===== src/rtl/poly_nco_if.sv =====
// Stream and control bundle for poly_nco: FCW write port, address stream, frame/overrun status.
interface poly_nco_if #(
    parameter int unsigned NUM_VOICES = 8,
    parameter int unsigned ACC_W      = 24,
    parameter int unsigned ADDR_W     = 12
);
    localparam int unsigned VOICE_W = (NUM_VOICES > 1) ? $clog2(NUM_VOICES) : 1;

    logic               wr_en;
    logic [VOICE_W-1:0] wr_voice;
    logic [ACC_W-1:0]   wr_fcw;
    logic               out_valid;
    logic               out_ready;
    logic [ADDR_W-1:0]  out_addr;
    logic [VOICE_W-1:0] out_voice;
    logic               frame_start;
    logic               overrun;
    logic               clr_overrun;

    modport master (
        input  wr_en, wr_voice, wr_fcw, out_ready, clr_overrun,
        output out_valid, out_addr, out_voice, frame_start, overrun
    );

    modport slave (
        output wr_en, wr_voice, wr_fcw, out_ready, clr_overrun,
        input  out_valid, out_addr, out_voice, frame_start, overrun
    );
endinterface


===== src/rtl/poly_nco.sv =====
// Time-multiplexed multi-voice NCO emitting one wavetable address per voice per sample frame.
// Optional: define POLY_NCO_PHASE_SYNC_EN to zero a voice's phase on note-on/note-off at frame copy.
module poly_nco #(
    parameter int unsigned        NUM_VOICES  = 8,
    parameter int unsigned        ACC_W       = 24,
    parameter int unsigned        ADDR_W      = 12,
    parameter int unsigned        DIV         = 1024,
    parameter logic [ADDR_W-1:0]  SILENT_ADDR = 12'hC00
) (
    input  logic          clk,
    input  logic          rst,
    poly_nco_if.master    bus
);
    localparam int unsigned VOICE_W  = (NUM_VOICES > 1) ? $clog2(NUM_VOICES) : 1;
    localparam int unsigned CNT_W    = (DIV > 1) ? $clog2(DIV) : 1;
    localparam logic [CNT_W-1:0]   LAST_CNT = CNT_W'(DIV - 1);
    localparam logic [VOICE_W-1:0] LAST_IDX = VOICE_W'(NUM_VOICES - 1);

    typedef enum logic [0:0] {StIdle, StRun} state_e;

    state_e             state_q, state_d;
    logic [CNT_W-1:0]   cnt_q, cnt_d;
    logic [VOICE_W-1:0] idx_q, idx_d;
    logic               frame_start_q, frame_start_d;
    logic               overrun_q, overrun_d;
    logic [ACC_W-1:0]   shadow_q [NUM_VOICES];
    logic [ACC_W-1:0]   shadow_d [NUM_VOICES];
    logic [ACC_W-1:0]   active_q [NUM_VOICES];
    logic [ACC_W-1:0]   active_d [NUM_VOICES];
    logic [ACC_W-1:0]   acc_q    [NUM_VOICES];
    logic [ACC_W-1:0]   acc_d    [NUM_VOICES];

    logic tick;
    logic copy;
    logic beat;
    logic wr_hit;

    assign tick   = (cnt_q == LAST_CNT);
    assign copy   = (state_q == StIdle) && tick;
    assign beat   = (state_q == StRun) && bus.out_ready;
    assign wr_hit = bus.wr_en && (32'(bus.wr_voice) < NUM_VOICES);

    always_comb begin
        cnt_d = tick ? '0 : cnt_q + 1'b1;
    end

    always_comb begin
        state_d       = state_q;
        idx_d         = idx_q;
        frame_start_d = 1'b0;
        case (state_q)
            StIdle: begin
                if (tick) begin
                    state_d       = StRun;
                    idx_d         = '0;
                    frame_start_d = 1'b1;
                end
            end
            StRun: begin
                if (bus.out_ready) begin
                    if (idx_q == LAST_IDX) begin
                        state_d = StIdle;
                        idx_d   = '0;
                    end else begin
                        idx_d = idx_q + 1'b1;
                    end
                end
            end
            default: state_d = StIdle;
        endcase
    end

    // A tick landing mid-frame is dropped; a fresh overrun beats a simultaneous clear.
    always_comb begin
        overrun_d = overrun_q;
        if (bus.clr_overrun) begin
            overrun_d = 1'b0;
        end
        if (tick && (state_q == StRun)) begin
            overrun_d = 1'b1;
        end
    end

    always_comb begin
        shadow_d = shadow_q;
        active_d = active_q;
        acc_d    = acc_q;
        if (wr_hit) begin
            shadow_d[bus.wr_voice] = bus.wr_fcw;
        end
        // Copy reads shadow_q, so a write in the copy cycle only reaches the next frame.
        if (copy) begin
            active_d = shadow_q;
`ifdef POLY_NCO_PHASE_SYNC_EN
            for (int v = 0; v < NUM_VOICES; v++) begin
                if ((active_q[v] == '0) != (shadow_q[v] == '0)) begin
                    acc_d[v] = '0;
                end
            end
`else
`endif
        end
        if (beat) begin
            acc_d[idx_q] = acc_q[idx_q] + active_q[idx_q];
        end
    end

    always_ff @(posedge clk or posedge rst) begin
        if (rst) begin
            state_q       <= StIdle;
            cnt_q         <= '0;
            idx_q         <= '0;
            frame_start_q <= 1'b0;
            overrun_q     <= 1'b0;
            for (int v = 0; v < NUM_VOICES; v++) begin
                shadow_q[v] <= '0;
                active_q[v] <= '0;
                acc_q[v]    <= '0;
            end
        end else begin
            state_q       <= state_d;
            cnt_q         <= cnt_d;
            idx_q         <= idx_d;
            frame_start_q <= frame_start_d;
            overrun_q     <= overrun_d;
            shadow_q      <= shadow_d;
            active_q      <= active_d;
            acc_q         <= acc_d;
        end
    end

    assign bus.out_valid   = (state_q == StRun);
    assign bus.out_voice   = idx_q;
    assign bus.out_addr    = (active_q[idx_q] == '0) ? SILENT_ADDR
                                                     : acc_q[idx_q][ACC_W-1 -: ADDR_W];
    assign bus.frame_start = frame_start_q;
    assign bus.overrun     = overrun_q;
endmodule


===== src/flat_wrapper.sv =====
// flat-port wrapper written by rule: the top's interface ports become plain ports
module poly_nco_flat 
#(
    parameter int unsigned        NUM_VOICES  = 8,
    parameter int unsigned        ACC_W       = 24,
    parameter int unsigned        ADDR_W      = 12,
    parameter int unsigned        DIV         = 1024,
    parameter logic [ADDR_W-1:0]  SILENT_ADDR = 12'hC00
)
  (clk, rst, bus_wr_en, bus_wr_voice, bus_wr_fcw, bus_out_ready, bus_clr_overrun, bus_out_valid, bus_out_addr, bus_out_voice, bus_frame_start, bus_overrun);
  poly_nco_if #(.NUM_VOICES(NUM_VOICES), .ACC_W(ACC_W), .ADDR_W(ADDR_W)) bus_i ();
  input  logic clk;
  input  logic rst;
  input wire logic [$bits(bus_i.wr_en)-1:0] bus_wr_en;
  input wire logic [$bits(bus_i.wr_voice)-1:0] bus_wr_voice;
  input wire logic [$bits(bus_i.wr_fcw)-1:0] bus_wr_fcw;
  input wire logic [$bits(bus_i.out_ready)-1:0] bus_out_ready;
  input wire logic [$bits(bus_i.clr_overrun)-1:0] bus_clr_overrun;
  output wire logic [$bits(bus_i.out_valid)-1:0] bus_out_valid;
  output wire logic [$bits(bus_i.out_addr)-1:0] bus_out_addr;
  output wire logic [$bits(bus_i.out_voice)-1:0] bus_out_voice;
  output wire logic [$bits(bus_i.frame_start)-1:0] bus_frame_start;
  output wire logic [$bits(bus_i.overrun)-1:0] bus_overrun;
  assign bus_i.wr_en = bus_wr_en;
  assign bus_i.wr_voice = bus_wr_voice;
  assign bus_i.wr_fcw = bus_wr_fcw;
  assign bus_i.out_ready = bus_out_ready;
  assign bus_i.clr_overrun = bus_clr_overrun;
  assign bus_out_valid = bus_i.out_valid;
  assign bus_out_addr = bus_i.out_addr;
  assign bus_out_voice = bus_i.out_voice;
  assign bus_frame_start = bus_i.frame_start;
  assign bus_overrun = bus_i.overrun;
  poly_nco #(.NUM_VOICES(NUM_VOICES), .ACC_W(ACC_W), .ADDR_W(ADDR_W), .DIV(DIV), .SILENT_ADDR(SILENT_ADDR)) u_core (.clk(clk), .rst(rst), .bus(bus_i));
endmodule

===== config.mk =====
export PLATFORM = sky130hd
export DESIGN_NAME = poly_nco_flat
export DESIGN_NICKNAME = d
export VERILOG_FILES = /design/src/rtl/poly_nco_if.sv /design/src/rtl/poly_nco.sv /design/src/flat_wrapper.sv
export SDC_FILE = /design/constraint.sdc
export NUM_CORES = 1
export LEC_CHECK = 0
export ABC_AREA = 1
export BUFFER_PORTS_ARGS = -buffer_cell sky130_fd_sc_hd__buf_2
export CAP_MARGIN = 20
export CORE_MARGIN = 2
export CORE_UTILIZATION = 45
export DETAILED_ROUTE_END_ITERATION = 6
export SYNTH_ARGS = -nofsm -noshare
export SYNTH_HDL_FRONTEND = slang
export SYNTH_SLANG_ARGS = --single-unit

===== constraint.sdc =====
create_clock -name clk -period 24 [get_ports clk]
set_input_delay 7.2 -clock clk [delete_from_list [all_inputs] [get_ports clk]]
set_output_delay 7.2 -clock clk [all_outputs]
set_load 0.03 [all_outputs]

==> impl_results.md, run 1 <==
- Status: completed
- Clock sinks: 592
- Commonest non-fill, non-tap cells in the layout: nand2_1 (1046), dfrtp_1 (591), o21ai_0 (461)
- CTS max path bufs: 3
- Core area: around 60000 um^2
- Total GRT Usage: 23.8%
- Chip width: around 250 um
- Routed vias/inst: 5.29
- Worst Skew: 0.0389 ns
- Hold Crit Class: reg2reg
- CTS buffer count: 67
- Hpwl dp: 44400 um
- CTS tree: yes
- RSZ-0062 raised after global routing: false
- Worst-margin pin slew: 1.12 ns
- Largest net degree at the start of global routing: 193
- Design Area, Final: roughly 30000 um^2
- Antenna cells: 0
- F_max: 0.0825 GHz
- # resized after CTS: 0
- # hold bufs at CTS: 0
- Period utilization: 50.5%
- CTS H-Tree Depth: 3
- I/O Buffers: 49
- Post-CTS Setup Bufs: 0
- Startpoint types: register
- Warnings from Yosys: 0
- Yosys reg bits: 592
- Antenna violations before repair: 1
- Pleak: 15.1 nW
- Synth area leader: dfrtp_1
- Ys flop type: dfrtp_1
- Total congestion overflow: 0
- Post-Route WL: 72700 um
- Largest family of logic cells by synthesized area: simple AND/OR/NAND/NOR gates
- Top-level I/O count: 50
- Slew Viols, Final: 0
- Count of cell types in the netlist: 39
- Async set-reset flop share out of synthesis: 100%
- Compound-Gate Fraction of Synth Area: 13.2%
- Reg2reg setup slack: 18.67 ns
- Rel. slew slack: 25.5%
- Final Critical Period: 12.12 ns
- Adder-Cell Fraction of Synth Area: 1.27%
- First-pass GRT wire length: 118000 um
- HP Start: u_core.shadow_q[188]
- Worst R2R Start: u_core.bus.out_voice[0]
- Syn nets: 3392
- Setup violators final: 0
- DIE AREA: 62600 um^2
- RD Place Congestion: 0.931
- Avg Cell Area, Syn: 8.18 um^2
- EDFF count, synth: 0
- Routed Antenna Nets: 0
- Final Hold Fails: 0
- Yosys top cell area share: ~54%
- DRT iter0 DRCs: 1732
- Critical Path End Type: output pin
- Worst-path clk slew: 0.06 ns
- Root Driver: clkbuf_16
- Drt pass-1 iters: 6
- Peak VDD IR: 0.0715 mV
- Worst EP required: between 15 and 20 ns
- Share of cells above drive strength 1: 6.83%
- R2R Path End: u_core.acc_q[134]
- Via count: 21900
- Hold Crit Endpoint: u_core.active_q[188]
- Synth area leaders: dfrtp_1 (54%), nand2_1 (14%), o21ai_0 (8.5%), inv_1 (4.7%), nand3_1 (3.4%)
- Post-synthesis simple-gate area fraction: 21.9%
- Synthesized area: between 20000 and 30000 um^2
- Clock latency on the worst-skew pair: between 0.6 and 0.7 ns
- Worst-path fanout max: 89
- Setup TNS: 0 ns
- Number of global-route vias before repair: 21200
- Crit path arrival time: 4.92 ns
- Pwr per Cell Area: 136 nW/um^2
- Fraction of the yosys area taken by sequential cells: 54.3%
- CP Class: reg2out
- Synthesized instance count: 3333
- Residual DRC: 0
- Nets: 3362
- Mux share of post-synthesis cell area: 0%
- Synth Area in XOR/XNOR: 0.482%
- FP Rows: 90
- Die H: 250 um
- Area delta synth->final: 10.2%
- Fin Hold WS: 0.464 ns
- DP Area: around 28000 um^2
- Leading cell type in the layout, fill and taps excluded: nand2_1
- Initial cell density of the core: between 40% and 50%
- MaxCap Viol Count: 0
- Worst Reg-to-Reg Cells: 15
- Drt wl/cell: around 18 um
- Hold depth: 2
cell type report:
type                            instances  area [um^2]
Clock buffer                           95         1920
Clock inverter                         22          345
Fill cell                            5841        30100
Inverter                              362         1380
Multi-Input combinational cell       2204        10100
Sequential cell                       592        14800
Tap cell                              782          978
Timing Repair Buffer                   76          538
registers in the layout, indices dropped and copies added (netlist names):
signal / count
u_core.shadow_q: 192
u_core.cnt_q: 10
u_core.bus.overrun: 1
u_core.bus.out_voice: 3
u_core.bus.out_valid: 1
u_core.acc_q: 192
u_core.active_q: 192
u_core.bus.frame_start: 1
cells in the mapped netlist, types with 26 or more instances:
| master | count |
|---|---|
| clkbuf_1 | 66 |
| nand3_1 | 184 |
| o211ai_1 | 30 |
| nor2_1 | 184 |
| o21ai_0 | 461 |
| buf_6 | 35 |
| nand2_1 | 1052 |
| ha_1 | 26 |
| o21ai_1 | 114 |
| a21oi_1 | 62 |
| dfrtp_1 | 592 |
| inv_1 | 345 |
| buf_2 | 53 |
power breakdown:
group | internal [mW] | switching (mW)
clock | 0.629 | 0.421
combinational | 0.454 | 1.25
sequential | 1.21 | 0.124
layer usage:
metal | wire length, um | share of wire, % | GRT usage (%)
met2 | 33300 | 46 | 38.0
met1 | 33900 | 47 | 33.5
met4 | 1800 | 2.5 | 6.91
met5 | 13 | 0.018 | 0
met3 | 3800 | 5.2 | 4.01
per-stage QoR:
stage	util, %	worst slack [ns]	total power, mW	instances
4_1_cts	49.8	11.79	4.09	4130
3_5_place_dp	46.1	12.45	3.03	4013
6_report	50.0	11.88	4.09	4133
5_1_grt	50.0	11.49	4.38	4133
2_1_floorplan	-	0.232	2.53	3333
3_3_place_gp	46.0	12.54	3.01	4011
logic make-up after synthesis:
logic type                 after synthesis
xor gates and xnor gates                15
and+or+nand+nor                       1474
adders and majority gates               27
buffers and inverters                  537
AOI/OAI and AO/OA                      688
DFF                                    592
worst max path at each step:
| stage | startpoint | end | slack, ns | cells after the start |
|---|---|---|---|---|
| floorplan | rst | u_core.acc_q[0] | 0.23 | 1 |
| global placement | u_core.bus.out_voice[0] | bus_out_addr[11] | 12.54 | 13 |
| detailed placement | u_core.bus.out_voice[0] | bus_out_addr[11] | 12.45 | 13 |
| CTS | u_core.bus.out_voice[0] | bus_out_addr[11] | 11.79 | 13 |
| global route | u_core.bus.out_voice[0] | bus_out_addr[11] | 11.49 | 13 |
| finish | u_core.bus.out_voice[0] | bus_out_addr[11] | 11.88 | 13 |
critical path, stage by stage, from the launching register on:
cell	delay (ns)
dfrtp_4	0.78
inv_4	0.73
buf_4	0.84
nand2_1	0.15
nand3_1	0.13
nand2_1	0.07
nor2_1	0.23
nand2_1	0.09
nor2_1	0.10
nand2_1	0.07
nor2_2	0.51
nand2_1	0.14
nand2_1	0.09
buf_2	0.19
Note: power is estimated with default switching activity, not from simulation.
==> run 2: changes to the inputs <==
--- a/config.mk
+++ b/config.mk
@@ -5,7 +5,7 @@
 export SDC_FILE = /design/constraint.sdc
 export NUM_CORES = 1
 export LEC_CHECK = 0
-export ABC_AREA = 1
+export ABC_AREA = 0
 export BUFFER_PORTS_ARGS = -buffer_cell sky130_fd_sc_hd__buf_2
 export CAP_MARGIN = 20
 export CORE_MARGIN = 2
==> constraint.sdc (replaced) <==
create_clock -name clk -period 12.3 [get_ports clk]
set_input_delay 3.69 -clock clk [delete_from_list [all_inputs] [get_ports clk]]
set_output_delay 3.69 -clock clk [all_outputs]
set_load 0.03 [all_outputs]
==> impl_results.md, run 2 <==
- # fillers: 4991 (-15%)
- Synthesized instance count: 2074 (-38%)
- Status: completed
- Top-count cell post-synth: dfrtp_1
- Period utilization: 71.4%
- MaxCap Viol Count: 0 (unchanged)
- Sequential standard cell area: 14800 um^2 (about the same)
- Startpoint types: register
- Post-CTS Setup Bufs: 0 (unchanged)
- First-pass GRT wire length: 102000 um (-14%)
- Total congestion overflow: 0 (unchanged)
- Routed vias/inst: 5.72 (+8.1%)
- Worst-margin pin slew: 1.18 ns (+0.0636 ns)
- Synth Area in XOR/XNOR: 0.819% (+0.34 points)
- Chip width: 248 um (-0.96%)
- Largest regs: u_core.acc_q: 192 flops, u_core.active_q: 192 flops, u_core.shadow_q: 192 flops
- Avg Cell Area, Syn: 12.9 um^2 (+58%)
- Slew Viols, Final: 0 (unchanged)
- Rel. slew slack: 21.3% (-4.2 points)
- Yosys reg bits: 592 (unchanged)
- CTS H-Tree Depth: 3 (unchanged)
- Top-level I/O count: 50 (unchanged)
- Metal3 WL: 2840 um (-25%)
- Hold depth: 1 (-1)
- Nets: 2153 (-36%)
- Worst EP required: 8.61 ns (-8.19 ns)
- # hold bufs at CTS: 0 (unchanged)
- Core area: 58900 um^2 (-2.0%)
- Largest net degree at the start of global routing: 189 (-2.1%)
- Crit path arrival time: 5.09 ns (+0.17 ns)
- # resized after CTS: 0 (unchanged)
- Final Critical Period: 8.78 ns
- Yosys top cell area share: 55.4% (+1.1 points)
- Drt wl/cell: 22.4 um (+27%)
- Drt pass-1 iters: 5 (-1)
- Pwr per Cell Area: 171 nW/um^2 (+25%)
- Adder-Cell Fraction of Synth Area: 1.29% (+0.025 points)
- Initial cell density of the core: 45.4% (about the same)
- Synthesized area: 26700 um^2 (-2.0%)
- Pleak: 13.9 nW (-8.2%)
- Area delta synth->final: 11.8%
- Fraction of the yosys area taken by sequential cells: 55.4% (+1.1 points)
- DIE AREA: 61400 um^2 (-1.9%)
- Mux share of post-synthesis cell area: 26.1% (+26 points)
- CTS max path bufs: 3 (unchanged)
- Root Driver: clkbuf_16
- Warnings from Yosys: 0 (unchanged)
- Worst R2R Start: u_core.bus.out_voice[0]
- Hold Crit Class: reg2reg
- Worst-path fanout max: 45 (-49%)
- EDFF count, synth: 0 (unchanged)
- Antenna violations before repair: 0 (-1)
- Hold Crit Endpoint: u_core.cnt_q[6]
- Antenna cells: 0 (unchanged)
- Final Hold Fails: 0 (unchanged)
- F_max: 0.114 GHz
- Clock sinks: 592 (unchanged)
- Worst Reg-to-Reg Cells: 10 (-5)
- CTS tree: yes
- Fin Hold WS: 0.467 ns (+0.00220 ns)
- Clock latency on the worst-skew pair: 0.62 ns (about the same)
- Compound-Gate Fraction of Synth Area: 5.47% (-7.7 points)
- Hpwl dp: 41200 um (-7.2%)
- Worst-path clk slew: 0.06 ns (about the same)
- Via count: 16700 (-24%)
- Area of the multi-input gates: 11300 um^2 (+12%)
- Syn nets: 2133 (-37%)
- Setup TNS: 0 ns (unchanged)
- Ys flop type: dfrtp_1
- Top cells by count, synth: dfrtp_1 (592), mux2_2 (426), nand2_1 (361)
- Largest family of logic cells by synthesized area: multiplexers
- Leading cell type in the layout, fill and taps excluded: dfrtp_1
- Number of global-route vias before repair: 16900 (-20%)
- CP Class: reg2out
- Detail Route met2 WL: 31600 um (-5.1%)
- Uppermost layer routed: met4
- CTS buffer count: 66 (-1.5%)
- Post-synthesis simple-gate area fraction: 8.34% (-14 points)
- Post-Route WL: 65300 um (-10%)
- Setup violators final: 0 (unchanged)
- Commonest non-fill, non-tap cells in the layout: dfrtp_1 (589), mux2_2 (426), nand2_1 (361)
- Synth area leaders: dfrtp_1 (55%), mux2_2 (18%), mux4_2 (8.1%), nand2_1 (5.1%), o21ai_0 (2.1%)
- FP Rows: 89 (-1.1%)
- CP max stage cell: and4_1
- Reg2reg setup slack: 6.78 ns (-11.89 ns)
- RSZ-0062 raised after global routing: false
- Share of cells above drive strength 1: 34.5% (+28 points)
- CP peak stage delay: 1.00 ns (+0.16 ns)
- Async set-reset flop share out of synthesis: 100% (unchanged)
- R2R Path End: u_core.acc_q[45]
- Worst Skew: 0.0260 ns (-0.0129 ns)
- Worst-path cell chain: buf_4 -> mux4_2 -> mux2_2 -> nor4_1 -> and4_1 -> or2_2 -> buf_2
- Count of cell types in the netlist: 70 (+79%)
- DRT iter0 DRCs: 1221 (-30%)
- Residual DRC: 0 (unchanged)
- Die H: 248 um (-0.96%)
- Synth area leader: dfrtp_1
- I/O Buffers: 49 (unchanged)
- Routed Antenna Nets: 0 (unchanged)
- WL met1: 29400 um (-13%)
- Critical Path End Type: output pin
- Total GRT Usage: 21.9% (-1.9 points)
- RD Place Congestion: 0.851 (-8.6%)
- HP Start: u_core.cnt_q[6]
- Peak VDD IR: 0.116 mV (+62%)
## run 2: cell families (layout without fill, tap and decap cells)
group / after synthesis / in the layout
adder cells (fa/ha/maj): 27 / 27
buffers and inverters: 148 / 216
XOR/XNOR: 25 / 25
multiplexers: 524 / 524
AND/OR/NAND/NOR: 525 / 525
AO/OA/AOI/OAI: 233 / 233
flip-flops: 592 / 592
## run 2: per-layer routing
layer,vias to the layer above,global-route usage [%]
li1,7468,-
met1,8760,30.3
met2,347,35.8
met3,90,3.85
met4,0,5.95
met5,-,0
## run 2: worst max-delay path by stage
| stage | start | end | slack (ns) | depth (start not counted) |
|---|---|---|---|---|
| detailed placement | u_core.bus.out_voice[0] | bus_out_addr[10] | 4.09 | 7 |
| floorplan | rst | u_core.acc_q[0] | 0.54 | 1 |
| global placement | u_core.bus.out_voice[0] | bus_out_addr[10] | 4.14 | 7 |
| CTS | u_core.bus.out_voice[0] | bus_out_addr[10] | 3.43 | 7 |
| finish | u_core.bus.out_voice[0] | bus_out_addr[10] | 3.52 | 7 |
| global route | u_core.bus.out_voice[0] | bus_out_addr[10] | 3.28 | 7 |
## run 2: report_power, final
part           switching [mW]  internal (mW)
Combinational           0.523          0.338
Clock                   0.814           1.16
Sequential              0.144           2.12
Total                    1.48           3.62
## run 2: cell type report
| cell class | count | share of cell area [%] |
|---|---|---|
| repair buffers | 90 | 1.93 |
| well taps | 773 | 3.24 |
| multi-input cells | 1334 | 37.7 |
| clock buffers | 97 | 6.56 |
| inverters | 10 | 0.138 |
| flip-flops and latches | 592 | 49.6 |
| clock inverters | 19 | 0.816 |
## run 2: metrics by stage
stage	power (mW)	utilization, %	instances	setup slack, ns	instance area [um^2]
floorplan	2.90	-	2074	0.539	26700
global placement	3.14	47.0	2798	4.14	27700
detailed placement	3.17	47.0	2798	4.09	27700
CTS	5.15	50.7	2914	3.43	29900
global route	5.32	50.7	2915	3.28	29900
finish	5.10	50.7	2915	3.52	29900
## run 2: worst max-delay path, delay by kind of cell (launching register included)
| family | cells | cell delay, ns |
|---|---|---|
| buffers and inverters | 2 | 0.94 |
| and+or+nand+nor | 3 | 1.81 |
| DFF | 1 | 0.77 |
| muxes | 2 | 0.90 |
==> run 3: changes to the inputs <==
==> constraint.sdc (replaced) <==
create_clock -name clk -period 7.6 [get_ports clk]
set_input_delay 2.28 -clock clk [delete_from_list [all_inputs] [get_ports clk]]
set_output_delay 2.28 -clock clk [all_outputs]
set_load 0.03 [all_outputs]
==> impl_results.md, run 3 (synthesis gave the netlist of run 2 again) <==
- Status: finished with violations
- Failing checks: design-rule violations
- Initial cell density of the core: 45.4% (unchanged)
- I/O Buffers: 49 (unchanged)
- Largest regs: u_core.acc_q: 192 flops, u_core.active_q: 192 flops, u_core.shadow_q: 192 flops
- FP Rows: 89 (unchanged)
- Residual DRC: 1 (+1)
- CTS H-Tree Depth: 3 (unchanged)
- Hold Crit Class: reg2reg
- Worst Skew: 0.0226 ns (-0.00345 ns)
- Routed Antenna Nets: 0 (unchanged)
- CP peak stage delay: 1.04 ns (+0.04 ns)
- Reg2reg setup slack: 1.93 ns (-4.85 ns)
- R2R Path End: u_core.acc_q[167]
- Fin Hold WS: 0.471 ns (+0.00391 ns)
- CTS max path bufs: 3 (unchanged)
- # hold bufs at CTS: 0 (unchanged)
- Worst R2R Start: u_core.bus.out_voice[0]
- HP Start: u_core.acc_q[125]
- Rel. slew slack: 27.9% (+6.7 points)
- Top-level I/O count: 50 (unchanged)
- Slew Viols, Final: 0 (unchanged)
- Number of global-route vias before repair: 17200 (+1.5%)
- Clock sinks: 592 (unchanged)
- # resized after CTS: 0 (unchanged)
- Post-CTS Setup Bufs: 0 (unchanged)
- Period utilization: approximately 91%
- Largest net degree at the start of global routing: 183 (-3.2%)
- DRT iter0 DRCs: 1224 (+0.25%)
- RD Place Congestion: 0.919 (+8.0%)
- Crit path arrival time: 4.64 ns (-0.45 ns)
- Commonest non-fill, non-tap cells in the layout: dfrtp_1 (589), mux2_2 (426), nand2_1 (361)
- Area delta synth->final: 11.8% (about the same)
- Worst-path cell chain: mux4_2 -> nor4_1 -> nand3_1 -> nand2_1 -> o2111a_1 -> and4_1 -> buf_4 -> a21oi_1 -> buf_2
- Chip width: 248 um (unchanged)
- Share of cells above drive strength 1: 34.4% (-0.061 points)
- Total GRT Usage: 22.1% (+0.21 points)
- Total congestion overflow: 0 (unchanged)
- Clock latency on the worst-skew pair: 0.60 ns (-0.02 ns)
- Root Driver: clkbuf_16
- Drt pass-1 iters: 7 (+2)
- Nets: 2155 (+0.093%)
- CP max stage cell: dfrtp_4
- Worst Reg-to-Reg Cells: 12 (+2)
- Area of the multi-input gates: 11300 um^2 (unchanged)
- RSZ-0062 raised after global routing: false
- Startpoint types: register
- Worst-path fanout max: 53 (+18%)
- Worst-margin pin slew: 1.08 ns (-0.0998 ns)
- Peak VDD IR: 0.187 mV (+62%)
- Worst EP required: 5.32 ns (-3.29 ns)
- Hpwl dp: 41200 um (+0.13%)
- CP Class: reg2out
- DIE AREA: 61400 um^2 (unchanged)
- Leading cell type in the layout, fill and taps excluded: dfrtp_1
- CTS tree: yes
- # fillers: 5030 (+0.78%)
- Post-Route WL: 65300 um (about the same)
- F_max: 0.145 GHz
- Hold Crit Endpoint: u_core.acc_q[125]
- Critical Path End Type: output pin
- Antenna cells: 0 (unchanged)
- CTS buffer count: 67 (+1.5%)
- Sequential standard cell area: 14800 um^2 (unchanged)
- Design Area, Final: 29900 um^2 (about the same)
- Setup violators final: 0 (unchanged)
- Routed vias/inst: 5.73 (+0.31%)
- Pleak: 13.9 nW (about the same)
- Pwr per Cell Area: 276 nW/um^2 (+62%)
- MaxCap Viol Count: 0 (unchanged)
- First-pass GRT wire length: 104000 um (+1.5%)
- Core area: 58900 um^2 (unchanged)
- Via count: 16700 (+0.24%)
- Hold depth: 2 (+1)
- Antenna violations before repair: 0 (unchanged)
- Final Hold Fails: 0 (unchanged)
- Drt wl/cell: 22.4 um (about the same)
- Final Critical Period: 6.92 ns
- DP Area: 27700 um^2 (+0.10%)
- Die H: 248 um (unchanged)
- Worst-path clk slew: 0.06 ns (about the same)
[run 3: final cells by class]
| type | count | share of cell area (%) |
|---|---|---|
| clock buffer | 97 | 6.59 |
| clock inverter | 16 | 0.661 |
| inverter | 10 | 0.138 |
| multi-input combinational | 1334 | 37.7 |
| sequential | 592 | 49.6 |
| tap | 773 | 3.24 |
| timing repair buffer | 91 | 2.08 |
[run 3: worst max path at each step]
stage | to | startpoint | slack, ns
floorplan | u_core.acc_q[0] | rst | -2.75
global placement | bus_out_addr[2] | u_core.bus.out_voice[1] | 1.38
detailed placement | bus_out_addr[2] | u_core.bus.out_voice[1] | 1.31
CTS | bus_out_addr[2] | u_core.bus.out_voice[1] | 0.65
global route | bus_out_addr[1] | u_core.bus.out_voice[1] | 0.53
finish | bus_out_addr[2] | u_core.bus.out_voice[1] | 0.68
[run 3: metal layers]
metal / GRT usage, % / routed length (um) / vias up
met1: 31.2 / 29900 / 8744
li1: - / - / 7480
met5: 0 / 0 / -
met2: 35.6 / 30900 / 374
met4: 6.08 / 1620 / 0
met3: 3.80 / 2860 / 107
[run 3: critical path: cells and delay by family, from the launching register on]
family          cells  cell delay [ns]
flops               1             1.04
buf+inv             2             0.45
mux                 1             0.63
simple gates        4             1.56
compound gates      2             0.28
[run 3: metrics by stage]
stage	setup slack (ns)	cells	utilization (%)	total power [mW]	setup TNS (ns)
2_1_floorplan	-2.75	2074	-	4.70	-1628.79
3_3_place_gp	1.38	2797	47.0	5.09	0
3_5_place_dp	1.31	2798	47.0	5.13	0
4_1_cts	0.655	2911	50.7	8.33	0
5_1_grt	0.534	2913	50.7	8.61	0
6_report	0.683	2913	50.7	8.24	0
[run 3: where the power goes]
group | switching (mW) | leakage, nW | internal [mW]
Combinational | 0.801 | 5.00 | 0.555
Sequential | 0.278 | 7.83 | 3.43
Clock | 1.27 | 1.06 | 1.90
